[src/rtl/kernel_cra_pipe_bridge.sv]
// kernel_cra_pipe_bridge: fully registered CRA bridge from the board master to the kernel slave.
// Optional read timeout (DEADBEEF response) is built in when CRA_TIMEOUT_EN is defined.
module kernel_cra_pipe_bridge #(
  parameter int unsigned ADDR_W         = 30,
  parameter int unsigned DATA_W         = 64,
  parameter int unsigned MAX_PENDING    = 4,
  parameter int unsigned TIMEOUT_CYCLES = 1024
) (
  input  logic                kernel_clk_clk,
  input  logic                kernel_reset_reset,
  input  logic                opencl_freeze,
  input  logic [ADDR_W-1:0]   s_address,
  input  logic [DATA_W-1:0]   s_writedata,
  input  logic [DATA_W/8-1:0] s_byteenable,
  input  logic                s_read,
  input  logic                s_write,
  input  logic                s_burstcount,
  output logic                s_waitrequest,
  output logic [DATA_W-1:0]   s_readdata,
  output logic                s_readdatavalid,
  output logic [ADDR_W-1:0]   m_address,
  output logic [DATA_W-1:0]   m_writedata,
  output logic [DATA_W/8-1:0] m_byteenable,
  output logic                m_read,
  output logic                m_write,
  input  logic                m_waitrequest,
  input  logic [DATA_W-1:0]   m_readdata,
  input  logic                m_readdatavalid,
  output logic [3:0]          pending_count,
  output logic                err_sticky
);

  localparam int unsigned BE_W    = DATA_W / 8;
  localparam int unsigned GRACE_W = 4;

  typedef struct packed {
    logic              wr;
    logic [ADDR_W-1:0] addr;
    logic [DATA_W-1:0] data;
    logic [BE_W-1:0]   be;
  } cmd_t;

  cmd_t                head_q, head_d, skid_q, skid_d, in_cmd;
  logic                head_vld_q, head_vld_d, skid_vld_q, skid_vld_d;
  logic                m_read_q, m_read_d, m_write_q, m_write_d;
  logic                s_wait_q, s_wait_d;
  logic                s_rdv_q, s_rdv_d;
  logic [DATA_W-1:0]   s_rdata_q, s_rdata_d;
  logic [3:0]          pending_q, pending_d;
  logic                err_q, err_d;
  logic [GRACE_W-1:0]  grace_q, grace_d;

  logic                accept, retire, rd_retire, rsp_ok, rsp_orphan, to_fire;
  logic                unused_ok;

`ifdef CRA_TIMEOUT_EN
  localparam int unsigned TO_W = $clog2(TIMEOUT_CYCLES + 1);
  localparam int unsigned REP  = (DATA_W + 31) / 32;
  localparam logic [DATA_W-1:0] TO_DATA = DATA_W'({REP{32'hDEADBEEF}});

  logic [TO_W-1:0] to_cnt_q, to_cnt_d;

  // Watchdog on the oldest outstanding read; any read progress restarts it.
  always_comb begin
    to_fire  = (pending_q != 4'd0) && (to_cnt_q == TO_W'(TIMEOUT_CYCLES - 1))
               && !m_readdatavalid && !rd_retire;
    to_cnt_d = to_cnt_q;
    if (m_readdatavalid || rd_retire || to_fire || (pending_q == 4'd0)) begin
      to_cnt_d = '0;
    end else begin
      to_cnt_d = TO_W'(to_cnt_q + 1'b1);
    end
  end

  always_ff @(posedge kernel_clk_clk) begin
    if (kernel_reset_reset) begin
      to_cnt_q <= '0;
    end else begin
      to_cnt_q <= to_cnt_d;
    end
  end

  assign unused_ok = s_burstcount;
`else
  always_comb begin
    to_fire = 1'b0;
  end

  assign unused_ok = s_burstcount ^ (TIMEOUT_CYCLES == 0);
`endif

  // Handshake qualifiers for both sides.
  always_comb begin
    in_cmd.wr   = s_write;
    in_cmd.addr = s_address;
    in_cmd.data = s_writedata;
    in_cmd.be   = s_byteenable;
    accept      = (s_read | s_write) & ~s_wait_q;
    retire      = (m_read_q | m_write_q) & ~m_waitrequest;
    rd_retire   = m_read_q & ~m_waitrequest;
    rsp_ok      = m_readdatavalid & (pending_q != 4'd0);
    rsp_orphan  = m_readdatavalid & (pending_q == 4'd0);
  end

  // Skid buffer, pending tracking, response path and registered next outputs.
  always_comb begin
    head_d     = head_q;
    skid_d     = skid_q;
    head_vld_d = head_vld_q;
    skid_vld_d = skid_vld_q;
    err_d      = err_q;
    grace_d    = grace_q;
    s_rdv_d    = 1'b0;
    s_rdata_d  = s_rdata_q;

    // The skid slot is only ever occupied behind a valid head.
    if (retire || !head_vld_q) begin
      if (skid_vld_q) begin
        head_d     = skid_q;
        head_vld_d = 1'b1;
        skid_vld_d = accept;
        if (accept) begin
          skid_d = in_cmd;
        end
      end else begin
        head_vld_d = accept;
        if (accept) begin
          head_d = in_cmd;
        end
      end
    end else if (accept) begin
      skid_d     = in_cmd;
      skid_vld_d = 1'b1;
    end

    pending_d = pending_q + 4'(rd_retire) - 4'(rsp_ok) - 4'(to_fire);

    if (rsp_ok) begin
      s_rdv_d   = 1'b1;
      s_rdata_d = m_readdata;
    end
`ifdef CRA_TIMEOUT_EN
    if (to_fire) begin
      s_rdv_d   = 1'b1;
      s_rdata_d = TO_DATA;
    end
`endif

    if (grace_q != '0) begin
      grace_d = grace_q - GRACE_W'(1);
    end

    // Orphan responses right after reset belong to reads killed by that reset.
    if ((accept && s_read && s_write) || (rsp_orphan && (grace_q == '0)) || to_fire) begin
      err_d = 1'b1;
    end

    m_write_d = head_vld_d & head_d.wr;
    m_read_d  = head_vld_d & ~head_d.wr & (pending_d < 4'(MAX_PENDING));
    s_wait_d  = (head_vld_d & skid_vld_d) | opencl_freeze;
  end

  always_ff @(posedge kernel_clk_clk) begin
    if (kernel_reset_reset) begin
      head_q     <= '0;
      skid_q     <= '0;
      head_vld_q <= 1'b0;
      skid_vld_q <= 1'b0;
      m_read_q   <= 1'b0;
      m_write_q  <= 1'b0;
      s_wait_q   <= 1'b1;
      s_rdv_q    <= 1'b0;
      s_rdata_q  <= '0;
      pending_q  <= 4'd0;
      err_q      <= 1'b0;
      grace_q    <= GRACE_W'(8);
    end else begin
      head_q     <= head_d;
      skid_q     <= skid_d;
      head_vld_q <= head_vld_d;
      skid_vld_q <= skid_vld_d;
      m_read_q   <= m_read_d;
      m_write_q  <= m_write_d;
      s_wait_q   <= s_wait_d;
      s_rdv_q    <= s_rdv_d;
      s_rdata_q  <= s_rdata_d;
      pending_q  <= pending_d;
      err_q      <= err_d;
      grace_q    <= grace_d;
    end
  end

  assign m_address       = head_q.addr;
  assign m_writedata     = head_q.data;
  assign m_byteenable    = head_q.be;
  assign m_read          = m_read_q;
  assign m_write         = m_write_q;
  assign s_waitrequest   = s_wait_q;
  assign s_readdatavalid = s_rdv_q;
  assign s_readdata      = s_rdata_q;
  assign pending_count   = pending_q;
  assign err_sticky      = err_q;

endmodule

[config.mk]
export PLATFORM = sky130hd
export DESIGN_NAME = kernel_cra_pipe_bridge
export DESIGN_NICKNAME = d
export VERILOG_FILES = /design/src/rtl/kernel_cra_pipe_bridge.sv
export SDC_FILE = /design/constraint.sdc
export NUM_CORES = 1
export LEC_CHECK = 0
export ABC_CLOCK_PERIOD_IN_PS = 2900
export CORE_MARGIN = 3
export CORE_UTILIZATION = 25
export DETAILED_ROUTE_END_ITERATION = 7
export GPL_ROUTABILITY_DRIVEN = 0
export SLEW_MARGIN = 10
export SYNTH_ARGS = -nofsm -noshare
export SYNTH_HDL_FRONTEND = slang
export SYNTH_SLANG_ARGS = --single-unit
[constraint.sdc]
create_clock -name kernel_clk_clk -period 2.9 [get_ports kernel_clk_clk]
set_clock_uncertainty 0.2 [all_clocks]
set_input_delay 0.435 -clock kernel_clk_clk [delete_from_list [all_inputs] [get_ports kernel_clk_clk]]
set_output_delay 0.435 -clock kernel_clk_clk [all_outputs]
set_load 0.03 [all_outputs]
* Yosys cells after proc, flatten, opt, wreduce, memory -nomap -nowiden
Index checks and enable logic that the tools add are counted.
Word-level totals: bits of input ports 174, register bits after elaboration 285, output and inout port bits 175, logic and storage cells 62
Cells by class: equal/unequal tests 1, order comparisons 1, add/sub/neg operators 3, reductions and logical operators 12, bitwise logic cells 15, mux-type cells 12
Operators by type and width (number):
- $mux 103 | 6
- $and 1x1->1 | 9
- $logic_not 4->1 | 2
- $reduce_bool 4->1 | 2
- $mux 1 | 6
- $add 4x1->4 | 1
- $lt 4x3->1 const B | 1
- $sub 4x1->4 | 1
- $sub 4x1->4 const B | 1
- $logic_and 1x1->1 | 3
- $not 1->1 | 3
- $or 1x1->1 | 3
- $logic_or 1x1->1 | 2
- $ne 2x2->1 const B | 1
- $reduce_and 2->1 | 1
- $reduce_bool 2->1 | 1
- $logic_not 1->1 | 1

* Logic depth before layout (Yosys ltp)
Gate-level depths: netlist of run 1.
depth after elaboration 8, mapped depth 13, mapped depth without buffers 12

* Least setup slack after synthesis of run 1
OpenSTA, ideal clock, no wires.
kind register to register, start reg pending_q[2] (netlist: pending_count[2]), end reg m_read_q (netlist: m_read), library setup time 117 ps, cell stages (with the launch flop) 14, path slack -58 ps, arrival 2641 ps, data required time 2583 ps, buffers on the path 1, clock period less this slack 2958 ps, path through dfxtp_1 inv_1 ha_1 nor3b_1 nand2b_1 inv_1 clkbuf_1 ha_1 inv_1 ha_1 inv_1 fa_1 xor2_1 and4b_1
Between the ends: cells in the longest elaborated chain, start to end 5
RTL lines:
- start: declaration | RTL line 49 | logic [3:0] pending_q, pending_d;
- start signal: assignment | RTL line 187 | pending_q <= pending_d;
- $reduce_bool 4->1 | RTL line 101 | rsp_ok = m_readdatavalid & (pending_q != 4'd0);
- $and 1x1->1 | RTL line 101
- named net rsp_ok | RTL line 53 | logic accept, retire, rd_retire, rsp_ok, rsp_orphan, to_fire;
- $sub 4x1->4 | RTL line 136 | pending_d = pending_q + 4'(rd_retire) - 4'(rsp_ok) - 4'(to_fire);
- $lt 4x3->1 | RTL line 159 | m_read_d = head_vld_d & ~head_d.wr & (pending_d < 4'(MAX_PENDING));
- $and 1x1->1 | RTL line 159
- end signal: assignment | RTL line 182 | m_read_q <= m_read_d;
- end: declaration | RTL line 45 | logic m_read_q, m_read_d, m_write_q, m_write_d;
The timed path passes the listed nets, and every way through them passes these cells. A chain may end at the register's enable or synchronous reset.

* Worst setup path after layout of run 1
start reg pending_q[2] (netlist: pending_count[2]), end reg m_read_q (netlist: m_read)
Between the ends: cells in the longest elaborated chain, start to end 5
RTL lines (RTL line):
- parallel branches: the longest is 2 deep, another holds $add 4x1->4
- $sub 4x1->4 (*) | 136
- $lt 4x3->1 (*) | 159
- $and 1x1->1 (*) | 159
Every way passes the cells marked *.

==> results of run 1 <==
## where the power goes
part | total (mW) | switching (mW) | internal (mW)
clock network | 4.28 | 1.69 | 2.60
logic | 2.90 | 1.70 | 1.20
registers | 4.51 | 0.213 | 4.29
## logic make-up after synthesis
logic type / Yosys count
mux: 76
compound gates: 412
buf+inv: 236
simple gates: 337
fa+ha+maj: 8
flops: 285
xor+xnor: 3
## cells in the final DEF, fill, tap and decap left out, types with 10 or more instances in the layout
master           Yosys  final
dfxtp_1            285    284
o2bb2ai_1           26     26
o21ai_0            103    103
clkbuf_8             0     10
or3b_1              30     30
a211oi_1            76     76
nand2_1            131    131
mux2i_1             76     76
or3b_2              73     73
inv_1               11     10
buf_12               0     13
nor2_1              85     85
clkdlybuf4s50_1      0    346
buf_4              105     11
a22oi_1             27     27
a21oi_1            172    172
clkbuf_16            0     36
## sequential cells by signal, indices dropped and copies added (netlist names)
| register | flops |
|---|---|
| err_sticky | 1 |
| grace_q | 4 |
| head_q | 1 |
| head_vld_q | 1 |
| m_address | 30 |
| m_byteenable | 8 |
| m_read | 1 |
| m_write | 1 |
| m_writedata | 64 |
| pending_count | 4 |
| s_readdata | 64 |
| s_readdatavalid | 1 |
| s_waitrequest | 1 |
| skid_q | 103 |
| skid_vld_q | 1 |
## routing by layer
| metal | GRT usage | vias up |
|---|---|---|
| met3 | 0.0293 | 63 |
| met1 | 0.165 | 4760 |
| met5 | 0 | - |
| met2 | 0.216 | 210 |
| li1 | - | 5023 |
| met4 | 0.0524 | 2 |
## per-stage QoR
stage	worst slack (ns)	utilization	std cells	area (µm²)
floorplan	0.0618	-	1357	12200
global placement	0.196	0.324	2118	15600
detailed placement	0.201	0.324	2118	15600
CTS	0.305	0.347	2178	16700
global route	0.125	0.347	2179	16700
finish	0.313	0.347	2179	16700
## worst max path at each step
stage / slack [ns] / to / start / cells after the start
2_1_floorplan: 0.06 / m_read$_SDFF_PP0_ / pending_count[2]$_SDFF_PP0_ / 13
3_3_place_gp: 0.20 / m_read$_SDFF_PP0_ / m_waitrequest / 9
3_5_place_dp: 0.20 / m_read$_SDFF_PP0_ / m_waitrequest / 9
4_1_cts: 0.30 / m_read$_SDFF_PP0_ / pending_count[2]$_SDFF_PP0_ / 12
5_1_grt: 0.13 / m_read$_SDFF_PP0_ / pending_count[2]$_SDFF_PP0_ / 12
6_report: 0.31 / m_read$_SDFF_PP0_ / pending_count[2]$_SDFF_PP0_ / 12
## worst max-delay path, stage by stage (launching register included)
cell and delay (ns):
dfxtp_1 0.32, inv_1 0.07, ha_1 0.14, nor3b_1 0.21, nand2b_2 0.18, inv_2 0.04
ha_1 0.28, inv_1 0.06, ha_1 0.16, inv_1 0.06, fa_1 0.41, xor2_1 0.16
and4b_1 0.19
## cell type report
cell class / count / share of cell area
inverters: 11 / 0.00248
multi-input cells: 836 / 0.312
diodes: 1 / 0.000150
flip-flops and latches: 285 / 0.342
clock buffers: 53 / 0.0632
clock inverters: 7 / 0.00443
well taps: 615 / 0.0461
repair buffers: 371 / 0.229
==> reports/metrics.yaml, run 1 <==
run_status:
  outcome: "finished clean"
worst_setup_path:
  cp_max_fo: 2
  r2r_end: "m_read$_SDFF_PP0_"
  required_ns: 3.11
  path_class: "reg -> reg"
  r2r_setup_slack_ns: 0.31
  end_kind: "register"
  r2r_start: "pending_count[2]$_SDFF_PP0_"
  ff2ff_path_depth: 12
  arrival_ns: 2.80
  startpoint_type: "register"
global_route:
  antenna_found_initial: 2
  first_global_vias: 9689
  grt_pass1_wl_mm: 54.1
  grt_use_total: 0.130
  gr-total-overflow: 0
  grt_max_degree: 113
synthesis:
  yosys_warnings: 0
  synth_cell_types: 42
  synthArstFlopShare: 0
  synth_top_area_share: 0.466
  synth_compound_gate_area_share: 0.202
  synth_seq_area_share: 0.466
  synth_area_per_cell_um2: 9.02
  synth_edf_count: 0
  yosys.area.top_type: "dfxtp_1"
  synthesis.nets: 1538
  synth.most_common_cell: "dfxtp_1"
  synth_top_family_by_area: "compound AO/OA/AOI/OAI gates"
  synthTopCellsByCount: "285 x dfxtp_1, 172 x a21oi_1, 131 x nand2_1"
  synth_area_leaders: "dfxtp_1 47%, a21oi_1 7.0%, buf_4 6.4%, mux2i_1 6.2%, or3b_2 5.2%"
  syn_area_um2: 12200
  synthSimpleGateAreaFrac: 0.150
  muxShareOfSynthArea: 0.0621
  synthAdderAreaFrac: 0.00858
  syn_inst: 1357
  yosys_register_bits: 285
  synth_xor_area_frac: 0.00215
  ys_dominant_reg_cell: "dfxtp_1"
clock_network:
  cts_tree: "done"
  cts_sinks: 285
  cts_made_buffers: 35
  hold_buffers: 0
  post_cts_buffers: 0
  cts.repair.resized: 0
  cts-htree-levels: 2
  path_clk_slew_ns: 0.06
  cts_max_path_buffers: 3
  clk_latency_ns: 0.53
  root_buffer: "clkbuf_16"
min_path:
  holdPathEnd: "s_readdata[59]$_SDFFE_PP0P_"
  hold_path_startpoint: "s_readdata[59]$_SDFFE_PP0P_"
  hp-class: "reg -> reg"
  hold_depth: 2
placement:
  hpwl_mm: 23.6
  io_buffers: 347
routing:
  wire_per_inst_um: 16.2
  drtIter0Drc: 617
  dr_wl_met3_mm: 1.77
  highest_layer: "met5"
  antenna_left: 0
  firstDrtPassIters: 4
  drcViolationCount: 0
  route.met2.wl_mm: 17.1
  routed_via_density: 4.62
  drt-total-wl_mm: 35.2
  met1_length_mm: 15.3
  num_vias: 10100
sta:
  fin_crit_sh: 0.892
  grt_setup_unrepaired: "no"
  slew_headroom: 0.532
  worst_hold_slack_ns: 0.252
  hold_violations: 0
  worstMarginPinSlew_ns: 0.700
  layout_min_cycle_time_ns: 2.59
  setup_viol: 0
  drv_slew: 0
  fmax_ghz: 0.386
  fin_tns_setup_ns: 0
floorplan:
  initial_core_util: 0.255
  core_um2: 48000
  die_y_um: 227
  dieArea_um2: 51700
  die_w_um: 227
  io-pin-count: 349
  rows: 80
power:
  power_density_nw_per_um2: 701
  fin_total_pwr_mw: 11.7
  p_leak_nw: 5.50
  ir_drop_v: 0.000329
finish:
  seqCellArea_um2: 5710
  drive_gt1_frac: 0.102
  finalNetCount: 1721
  fillers: 4874
  syn_to_final_growth_pct: 36.2
  multiInputGateArea_um2: 5210
job:
  max_cap_viol_count: 0
Power figures use the tool's default switching activity.
==> inputs of run 2 (changes only) <==
--- a/config.mk
+++ b/config.mk
@@ -10,6 +10,7 @@
 export CORE_UTILIZATION = 25
 export DETAILED_ROUTE_END_ITERATION = 7
 export GPL_ROUTABILITY_DRIVEN = 0
+export HOLD_SLACK_MARGIN = 0.02
 export SLEW_MARGIN = 10
 export SYNTH_ARGS = -nofsm -noshare
 export SYNTH_HDL_FRONTEND = slang
==> results of run 2 <==
Same layout as run 1: the final DEF is identical, and so are final timing and power.
==> inputs of run 3 (changes only) <==
--- a/config.mk
+++ b/config.mk
@@ -7,10 +7,12 @@
 export LEC_CHECK = 0
 export ABC_CLOCK_PERIOD_IN_PS = 2900
 export CORE_MARGIN = 3
-export CORE_UTILIZATION = 25
+export CORE_UTILIZATION = 48
 export DETAILED_ROUTE_END_ITERATION = 7
 export GPL_ROUTABILITY_DRIVEN = 0
 export HOLD_SLACK_MARGIN = 0.02
+export PLACE_DENSITY = 0.8
+export REMOVE_ABC_BUFFERS = 1
 export SLEW_MARGIN = 10
 export SYNTH_ARGS = -nofsm -noshare
 export SYNTH_HDL_FRONTEND = slang
==> reports/metrics.yaml, run 3 (synthesis results as in run 1) <==
clock_network:
  cts_made_buffers: 30  # was 35
  cts.repair.resized: 0  # unchanged
  path_clk_slew_ns: 0.06  # about the same
  clk_latency_ns: 0.54  # was 0.53 ns
  hold_buffers: 0  # unchanged
  cts_sinks: 285  # unchanged
  cts_max_path_buffers: 3  # unchanged
  root_buffer: "clkbuf_16"  # unchanged
  cts_tree: "done"  # unchanged
  cts-htree-levels: 1  # was 2
  post_cts_buffers: 0  # unchanged
floorplan:
  die_y_um: 166  # was 227 µm
  initial_core_util: 0.496  # was 0.255
  die_w_um: 166  # was 227 µm
  core_um2: 24700  # was 48000 µm²
  dieArea_um2: 27500  # was 51700 µm²
  io-pin-count: 349  # unchanged
  rows: 57  # was 80
global_route:
  gr-total-overflow: 0  # unchanged
  first_global_vias: 9688  # was 9689
  grt_use_total: 0.224  # was 0.130
  antenna_found_initial: 3  # was 2
  grt_max_degree: 143  # was 113
  grt_pass1_wl_mm: 52.0  # was 54.1 mm
routing:
  firstDrtPassIters: 6  # was 4
  num_vias: 10200  # was 10100
  drt-total-wl_mm: 32.7  # was 35.2 mm
  antenna_left: 0  # unchanged
  wire_per_inst_um: 17.4  # was 16.2 µm
  drcViolationCount: 0  # unchanged
  drtIter0Drc: 708  # was 617
  routed_via_density: 5.42  # was 4.62
worst_setup_path:
  startpoint_type: "register"  # unchanged
  cp_slowest_cell: "fa_1"  # unchanged
  arrival_ns: 2.84  # was 2.80 ns
  cp_max_fo: 2  # unchanged
  max_stage_delay_ns: 0.40  # was 0.41 ns
  end_kind: "register"  # unchanged
  path_class: "reg -> reg"  # unchanged
  required_ns: 3.13  # was 3.11 ns
  crit_chain: "inv_1 > ha_1 > nor3b_1 > nand2b_2 > inv_2 > ha_1 > inv_1 > ha_1 > inv_1 > fa_1 > xor2_1 > and4b_1"  # unchanged
sta:
  worstMarginPinSlew_ns: 1.26  # was 0.700 ns
  slew_headroom: 0.162  # was 0.532
  layout_min_cycle_time_ns: 2.61  # was 2.59 ns
  fin_crit_sh: 0.900  # was 0.892
  fmax_ghz: 0.383  # was 0.386 GHz
  hold_violations: 0  # unchanged
  setup_viol: 0  # unchanged
  drv_slew: 0  # unchanged
  worst_slack_ns: 0.289  # was 0.313 ns
  grt_setup_unrepaired: "no"  # unchanged
  fin_tns_setup_ns: 0  # unchanged
finish:
  drive_gt1_frac: 0.0949  # was 0.102
  layout_common_cells: "346 x clkdlybuf4s50_1, 284 x dfxtp_1, 172 x a21oi_1"  # unchanged
  utilization: 0.651  # was 0.347
  regMostFlops: "skid_q"  # unchanged
  largest_register_ffs: 103  # unchanged
  fillers: 2004  # was 4874
  final_common_cell: "clkdlybuf4s50_1"  # unchanged
  finalNetCount: 1708  # was 1721
  syn_to_final_growth_pct: 31.2  # was 36.2%
  final_cells: 1875  # was 2179
run_status:
  outcome: "finished clean"  # unchanged
placement:
  io_buffers: 347  # unchanged
  pre_cts_ws_ns: 0.112  # was 0.201 ns
  dp.cells: 1819  # was 2118
  hpwl_mm: 21.6  # was 23.6 mm
power:
  p_leak_nw: 5.38  # was 5.50 nW
  ir_drop_v: 0.000549  # was 0.000329 V
  power_density_nw_per_um2: 695  # was 701 nW/µm²
  fin_total_pwr_mw: 11.2  # was 11.7 mW
job:
  max_cap_viol_count: 0  # unchanged
min_path:
  hp-class: "in -> reg"  # was reg -> reg
==> run 3: through the flow <==
stage	cell area, µm²	hold WS (ns)
after floorplan	10900	0.247
after detailed placement	15100	0.246
final	16100	0.143
after global placement	15100	0.241
after CTS	16100	0.139
after global routing	16100	0.171
==> run 3: power breakdown <==
part / internal (mW) / switching [mW] / total [mW]
sequential: 4.29 / 0.220 / 4.51
clock: 2.26 / 1.52 / 3.78
combinational: 1.18 / 1.68 / 2.87
==> run 3: final cells by class <==
cell class | count | area (µm²) | share of cell area
repair buffers | 363 | 3700 | 0.230
clock buffers | 46 | 922 | 0.0574
flip-flops and latches | 285 | 5710 | 0.355
inverters | 11 | 41.3 | 0.00257
clock inverters | 8 | 70.1 | 0.00436
diodes | 2 | 5.00 | 0.000312
multi-input cells | 836 | 5210 | 0.324
well taps | 324 | 405 | 0.0252
==> run 3: critical path: cells and delay by family (launching register included) <==
kind                     cells  cell delay [ns]
buffers and inverters        4             0.23
flip-flops                   1             0.32
XOR/XNOR                     1             0.16
adder cells (fa/ha/maj)      4             0.96
AND/OR/NAND/NOR              3             0.63
==> run 3: worst paths after layout <==
path	depth (start not counted)	startpoint	slack [ns]	to
setup / recovery	12	pending_count[2]$_SDFF_PP0_	0.29	m_read$_SDFF_PP0_
hold / removal	2	kernel_reset_reset	0.14	s_readdata[49]$_SDFFE_PP0P_
setup reg to reg	12	pending_count[2]$_SDFF_PP0_	0.29	m_read$_SDFF_PP0_
hold reg to reg	2	s_readdata[22]$_SDFFE_PP0P_	0.25	s_readdata[22]$_SDFFE_PP0P_
==> run 3: per-layer routing <==
layer	global-route usage	wire length, µm	vias up
met5	0	13	-
met4	0.0485	651	2
met3	0.0624	2530	47
met2	0.385	15800	354
met1	0.282	13700	4759
li1	-	-	5003
